[src/rtl/sqrt_iter_ctrl.sv]
// Square-root sequencer: seeds x from the operand exponent, then runs ITER_COUNT Newton
//   rounds, each a reciprocal request followed by one step on an external datapath.
// Latency: 2 + ITER_COUNT*(L+3) cycles from transfer to out_valid (L = reciprocal latency).
// Backpressure: in_ready only in IDLE; the result is held in DONE until out_ready.
// Optional macro SQRT_ITER_CTRL_BYPASS_EN: classify zero/negative/NaN/Inf in SEED and skip
//   the iterations (out_valid 2 cycles after transfer).
// Ports: clk/rst (sync, active-high); in_valid/in_ready/in_data operand handshake;
//   recip_start/recip_den/recip_valid/recip_res reciprocal unit; step_en/step_s/step_x/
//   step_recip/step_res Newton step datapath; out_valid/out_ready/out_data/out_flag result
//   (flag 00 normal, 01 zero, 10 invalid).
module sqrt_iter_ctrl #(
  parameter int ITER_COUNT = 3,
  parameter int CNT_W      = 4
) (
  input  logic        clk,
  input  logic        rst,
  input  logic        in_valid,
  output logic        in_ready,
  input  logic [31:0] in_data,
  output logic        recip_start,
  output logic [31:0] recip_den,
  input  logic        recip_valid,
  input  logic [31:0] recip_res,
  output logic        step_en,
  output logic [31:0] step_s,
  output logic [31:0] step_x,
  output logic [31:0] step_recip,
  input  logic [31:0] step_res,
  output logic        out_valid,
  input  logic        out_ready,
  output logic [31:0] out_data,
  output logic [1:0]  out_flag
);

  typedef enum logic [2:0] {IDLE, SEED, RECIP, STEP, STEP_WAIT, DONE} state_t;

  state_t           state, state_nxt;
  logic [31:0]      s_q, x_q, r_q, x_nxt;
  logic [CNT_W-1:0] cnt_q;

  // Seed: halve the unbiased exponent (arithmetic shift keeps negative exponents
  // rounding toward -inf) and re-bias; mantissa is reused as-is.
  logic [8:0]  exp_unb, exp_half;
  logic [7:0]  seed_exp;
  logic [31:0] seed_x;

  always_comb begin
    exp_unb  = {1'b0, s_q[30:23]} - 9'd127;
    exp_half = $signed(exp_unb) >>> 1;
    seed_exp = 8'(exp_half + 9'd127);
    seed_x   = {1'b0, seed_exp, s_q[22:0]};
  end

`ifdef SQRT_ITER_CTRL_BYPASS_EN
  logic        byp_hit;
  logic [31:0] byp_x;
  logic [1:0]  byp_flag;
  logic [1:0]  flag_q;

  // Zero/denormal checked first so that -0 reports as zero, not invalid.
  always_comb begin
    byp_hit  = 1'b0;
    byp_x    = 32'h0000_0000;
    byp_flag = 2'b00;
    if (s_q[30:23] == 8'h00) begin
      byp_hit  = 1'b1;
      byp_x    = {s_q[31], 31'b0};
      byp_flag = 2'b01;
    end else if (s_q[31] || (s_q[30:23] == 8'hFF && s_q[22:0] != 23'd0)) begin
      byp_hit  = 1'b1;
      byp_x    = 32'h7FC0_0000;
      byp_flag = 2'b10;
    end else if (s_q[30:23] == 8'hFF) begin
      byp_hit  = 1'b1;
      byp_x    = 32'h7F80_0000;
      byp_flag = 2'b00;
    end
  end

  always_ff @(posedge clk) begin
    if (rst)                flag_q <= 2'b00;
    else if (state == SEED) flag_q <= byp_flag;
  end

  assign out_flag = flag_q;
`else
  assign out_flag = 2'b00;
`endif

  always_comb begin
    state_nxt = state;
    x_nxt     = x_q;
    in_ready  = 1'b0;
    out_valid = 1'b0;
    case (state)
      IDLE: begin
        in_ready = 1'b1;
        if (in_valid) state_nxt = SEED;
      end
      SEED: begin
        x_nxt     = seed_x;
        state_nxt = RECIP;
`ifdef SQRT_ITER_CTRL_BYPASS_EN
        if (byp_hit) begin
          x_nxt     = byp_x;
          state_nxt = DONE;
        end
`endif
      end
      RECIP: begin
        if (recip_valid) state_nxt = STEP;
      end
      STEP: state_nxt = STEP_WAIT;
      STEP_WAIT: begin
        x_nxt     = step_res;
        state_nxt = (cnt_q == CNT_W'(1)) ? DONE : RECIP;
      end
      DONE: begin
        out_valid = 1'b1;
        if (out_ready) state_nxt = IDLE;
      end
      default: state_nxt = IDLE;
    endcase
  end

  always_ff @(posedge clk) begin
    if (rst) begin
      state       <= IDLE;
      s_q         <= '0;
      x_q         <= '0;
      r_q         <= '0;
      cnt_q       <= '0;
      recip_start <= 1'b0;
      recip_den   <= '0;
      step_en     <= 1'b0;
      step_s      <= '0;
      step_x      <= '0;
    end else begin
      state <= state_nxt;
      x_q   <= x_nxt;
      if (state == IDLE && in_valid) s_q <= in_data;
      if (state == SEED)      cnt_q <= CNT_W'(ITER_COUNT);
      if (state == STEP_WAIT) cnt_q <= cnt_q - CNT_W'(1);
      // Strobes are registered so they sit exactly on the first RECIP / the STEP cycle;
      // their data registers only load alongside the strobe and hold otherwise.
      recip_start <= (state_nxt == RECIP) && (state != RECIP);
      if ((state_nxt == RECIP) && (state != RECIP)) recip_den <= x_nxt;
      step_en <= (state == RECIP) && recip_valid;
      if (state == RECIP && recip_valid) begin
        r_q    <= recip_res;
        step_s <= s_q;
        step_x <= x_q;
      end
    end
  end

  // r only changes on the edge that raises step_en, so it is stable while the strobe is low.
  assign step_recip = r_q;
  assign out_data   = x_q;

endmodule

[config.mk]
export PLATFORM = sky130hd
export DESIGN_NAME = sqrt_iter_ctrl
export DESIGN_NICKNAME = d
export VERILOG_FILES = /design/src/rtl/sqrt_iter_ctrl.sv
export SDC_FILE = /design/constraint.sdc
export NUM_CORES = 1
export LEC_CHECK = 0
export BUFFER_PORTS_ARGS = -buffer_cell sky130_fd_sc_hd__buf_2
export CELL_PAD_IN_SITES_DETAIL_PLACEMENT = 0
export CELL_PAD_IN_SITES_GLOBAL_PLACEMENT = 1
export CORE_ASPECT_RATIO = 0.6
export CORE_MARGIN = 2
export CORE_UTILIZATION = 39
export CTS_CLUSTER_DIAMETER = 80
export DETAILED_ROUTE_END_ITERATION = 12
export PLACE_DENSITY = 0.86
export SYNTH_ARGS = -nofsm -noshare
export SYNTH_HDL_FRONTEND = slang
export SYNTH_SLANG_ARGS = --single-unit
[constraint.sdc]
create_clock -name clk -period 4.7 [get_ports clk]
set_input_delay 0.235 -clock clk [delete_from_list [all_inputs] [get_ports clk]]
set_output_delay 0.235 -clock clk [all_outputs]
set_load 0.005 [all_outputs]
==> summary.md <==
| Metric | Value |
|---|---|
| WL/cell | `about 16 um` |
| Part of the power in the clock network | `between 30% and 40%` |
| All-Layer GR Usage | `between 20% and 30%` |
| Post-Synthesis Cells | `~900` |
| Sw power | `roughly 0.0012 W` |
| Via-to-Cell Ratio | `between 4 and 5` |
| GPL Wtd Cong | `around 0.87` |
| Synth unique cells | `59` |
| # clock sinks | `roughly 200` |
| Largest net degree at the start of global routing | `110` |
| TritonCTS Buffers | `20` |
| First drt pass iteration count | `5` |
| Initial drt markers | `430` |
| Synth warn | `0` |
| Final WL | `24.2 mm` |
| Critical Path RT | `5100 ps` |
| Clock Latency Late Sink | `around 490 ps` |
| I/O pins | `about 270` |
| Post-CTS setup buffer count | `0` |
| CTS tree | `built` |
| Worst-Margin Slew | `approximately 1100 ps` |
| FF+latch count, synth | `approximately 200` |
| Highest Clock Rate | `approximately 0.34 GHz` |
| # fillers | `roughly 1.8k` |
| Vias in the first global route | `approximately 7k` |
| Place WS | `between 1500 and 2000 ps` |
| Power per cell area | `just over 400 nW/um2` |
| Comb power frac | `roughly 16%` |
| Final period util | `62.0%` |
| Outcome | `finished, final reports clean` |
| Startpoint types | `register` |
| Skew final | `10.9 ps` |
| Area growth from synthesis to layout | `34.7%` |
| Final Hold Viols | `0` |
| Antenna-violating nets left | `0` |
| CTS clk-pin slew, worst paths | `around 60 ps` |
| Initial Util | `~40%` |
| Net Sw Frac | `between 20% and 30%` |
| Fin crit period | `about 2900 ps` |
| Final core area utilization | `a little over half` |
| LEAKAGE | `about 4.4 nW` |
| Dpl hpwl | `between 15 and 20 mm` |
| Vias | `7380` |
| Crit-path max FO | `36` |
| Cell Area, Synth | `slightly below 8000 um2` |
| Maxcap violations | `0` |
| Post-route setup slack | `approximately 1800 ps` |
| Die area | `~21000 um2` |
| Sequential Power Share | `45.2%` |
| CP Capture Type | `register` |
| IO buf count | `264` |
| Antenna violations before repair | `2` |
| Main synth FF type | `dfxtp_1` |
| Row cnt | `39` |
| Hold crit path type | `input port to register` |
| Syn_area_per_cell | `about 8.5 um2` |
| First-pass GRT wire length | `roughly 37 mm` |
| RSZ-0062 raised after global routing | `no` |
| Critical Path AT | `approximately 3300 ps` |
| Layout cell share with drive strength beyond 1 | `approximately 29%` |
| Critical path type | `register to register` |
| Die Height | `~110 um` |
| Core Box Area | `between 15000 and 20000 um2` |
| Share of the yosys chip area belonging to registers | `51.8%` |
| Share of flip-flops with an asynchronous set or reset | `0%` |
| Setup TNS | `0 ps` |
| Relative slew slack | `a little under a quarter` |
| Final global-route overflow total | `0` |
| NumNets Final | `~1.3k` |
| Fin. max-slew vios | `0` |
| CTS max path bufs | `3` |
| DRC | `0` |
| Die W | `approximately 190 um` |
| Final setup fails | `0` |
| CTS H-tree depth | `1` |
| Worst ir drop on vdd | `around 240 uV` |
| EDFF count, synth | `0` |
| Cell internal pwr | `~0.003 W` |
| CTS Root Cell | `clkbuf_16` |
[metal layers]
layer  part of all wire (%)  vias up  GRT usage (%)
met5                  0.054        -              0
met4                    1.9        2           4.83
met3                    8.9       35           6.50
met2                     43      280           34.2
met1                     46     3426           30.1
li1                       -     3637              -
[cells by family (layout without fill, tap and decap cells)]
group / count (synthesis) / after routing / synth area share (%)
AOI/OAI and AO/OA: 249 / 249 / 21.5
xor gates and xnor gates: 9 / 9 / 1.02
adders and majority gates: 4 / 4 / 0.645
buffers and inverters: 85 / 379 / 5.30
DFF: 201 / 201 / 51.8
muxes: 4 / 4 / 0.564
other: 1 / 3 / 0.0483
and+or+nand+nor: 364 / 364 / 19.1
[flip-flops by register name, indices dropped and copies added (netlist names)]
name         count
recip_den       32
s_q             32
step_recip      32
recip_start      1
state            3
step_s          32
cnt_q            4
step_en          1
out_data        32
step_x          32
[worst max-delay path: stages (launching register included)]
cell	delay (ps)
dfxtp_1	340
inv_1	80
ha_1	190
nor3b_1	170
or3b_4	390
a21oi_4	890
buf_4	470
nor2_1	100
a211oi_2	200
[final timing paths]
kind	startpoint	end	slack (ps)	cells after the start
setup / recovery	cnt_q[1]$_SDFFE_PP0N_	recip_den[16]$_SDFFE_PP0P_	1790	8
hold / removal	step_res[24]	out_data[24]$_SDFF_PP0_	30	3
setup reg to reg	cnt_q[1]$_SDFFE_PP0N_	recip_den[16]$_SDFFE_PP0P_	1790	8
hold reg to reg	step_x[10]$_SDFFE_PP0P_	step_x[10]$_SDFFE_PP0P_	450	2
[layout make-up]
class | count | area, um2 | share of cell area (%)
sequential | 201 | 4020 | 38.5
multi-input combinational | 632 | 3360 | 32.2
timing repair buffer | 336 | 2030 | 19.4
clock buffer | 32 | 637 | 6.09
tap | 266 | 333 | 3.18
clock inverter | 3 | 40.0 | 0.383
inverter | 8 | 30.0 | 0.287
antenna | 1 | 2.50 | 0.0239
[synthesized netlist by cell type, types with 2 or more instances]
cell type,number,share of area (%)
nand2_1,262,13
dfxtp_1,201,52
a21oi_1,162,10
nor2_1,67,3.2
clkbuf_1,43,2.1
a22o_1,29,3.3
a211oi_2,25,4.0
buf_2,20,1.3
inv_1,8,0.39
buf_6,7,1.0
xnor2_1,6,0.68
a22oi_1,5,0.48
a211oi_1,4,0.39
and3_1,4,0.32
buf_4,4,0.39
ha_1,4,0.64
nor3_1,4,0.26
a221oi_1,3,0.34
buf_1,3,0.15
mux2_2,3,0.44
nand2b_1,3,0.24
nand3b_1,3,0.29
nor2b_1,3,0.24
xor2_1,3,0.34
a31oi_1,2,0.16
and2_1,2,0.16
nand3_1,2,0.13
nand4_1,2,0.16
nor3b_2,2,0.32
o22ai_1,2,0.16
[cells in the final DEF, fill, tap and decap left out, types with 4 or more instances in the layout]
cell type	count
nor2_1	66
dlygate4sd3_1	63
a22oi_1	5
xnor2_1	6
buf_4	9
nand2_1	262
nor3_1	4
buf_2	263
ha_1	4
clkbuf_8	7
a211oi_2	25
a21oi_1	162
inv_1	8
clkbuf_16	21
dfxtp_1	201
clkbuf_1	4
a22o_1	29
a211oi_1	4
[power groups by stage]
stage | registers, W | clock network (W) | logic [W]
2_1_floorplan | 0.00192 | 0 | 0.000438
3_3_place_gp | 0.00195 | 0 | 0.000637
3_5_place_dp | 0.00196 | 0 | 0.000649
4_1_cts | 0.00192 | 0.00168 | 0.000692
5_1_grt | 0.00193 | 0.00175 | 0.000763
6_report | 0.00192 | 0.00164 | 0.000690
[per-stage QoR]
step                      power (W)  hold slack (ps)  std cells  cell area, um2
after floorplan             0.00236              371        918            7760
after global placement      0.00259              439       1380            9140
after detailed placement    0.00260              443       1380            9140
after CTS                   0.00429             10.2       1478           10500
after global routing        0.00445             13.3       1479           10500
final                       0.00425             26.6       1479           10500
[repair_timing]
action	4_1_cts	5_1_grt
hold endpoints to repair	63	0
hold buffers	63	0
gates resized for setup	0	0
Note: power is estimated with default switching activity, not from simulation.
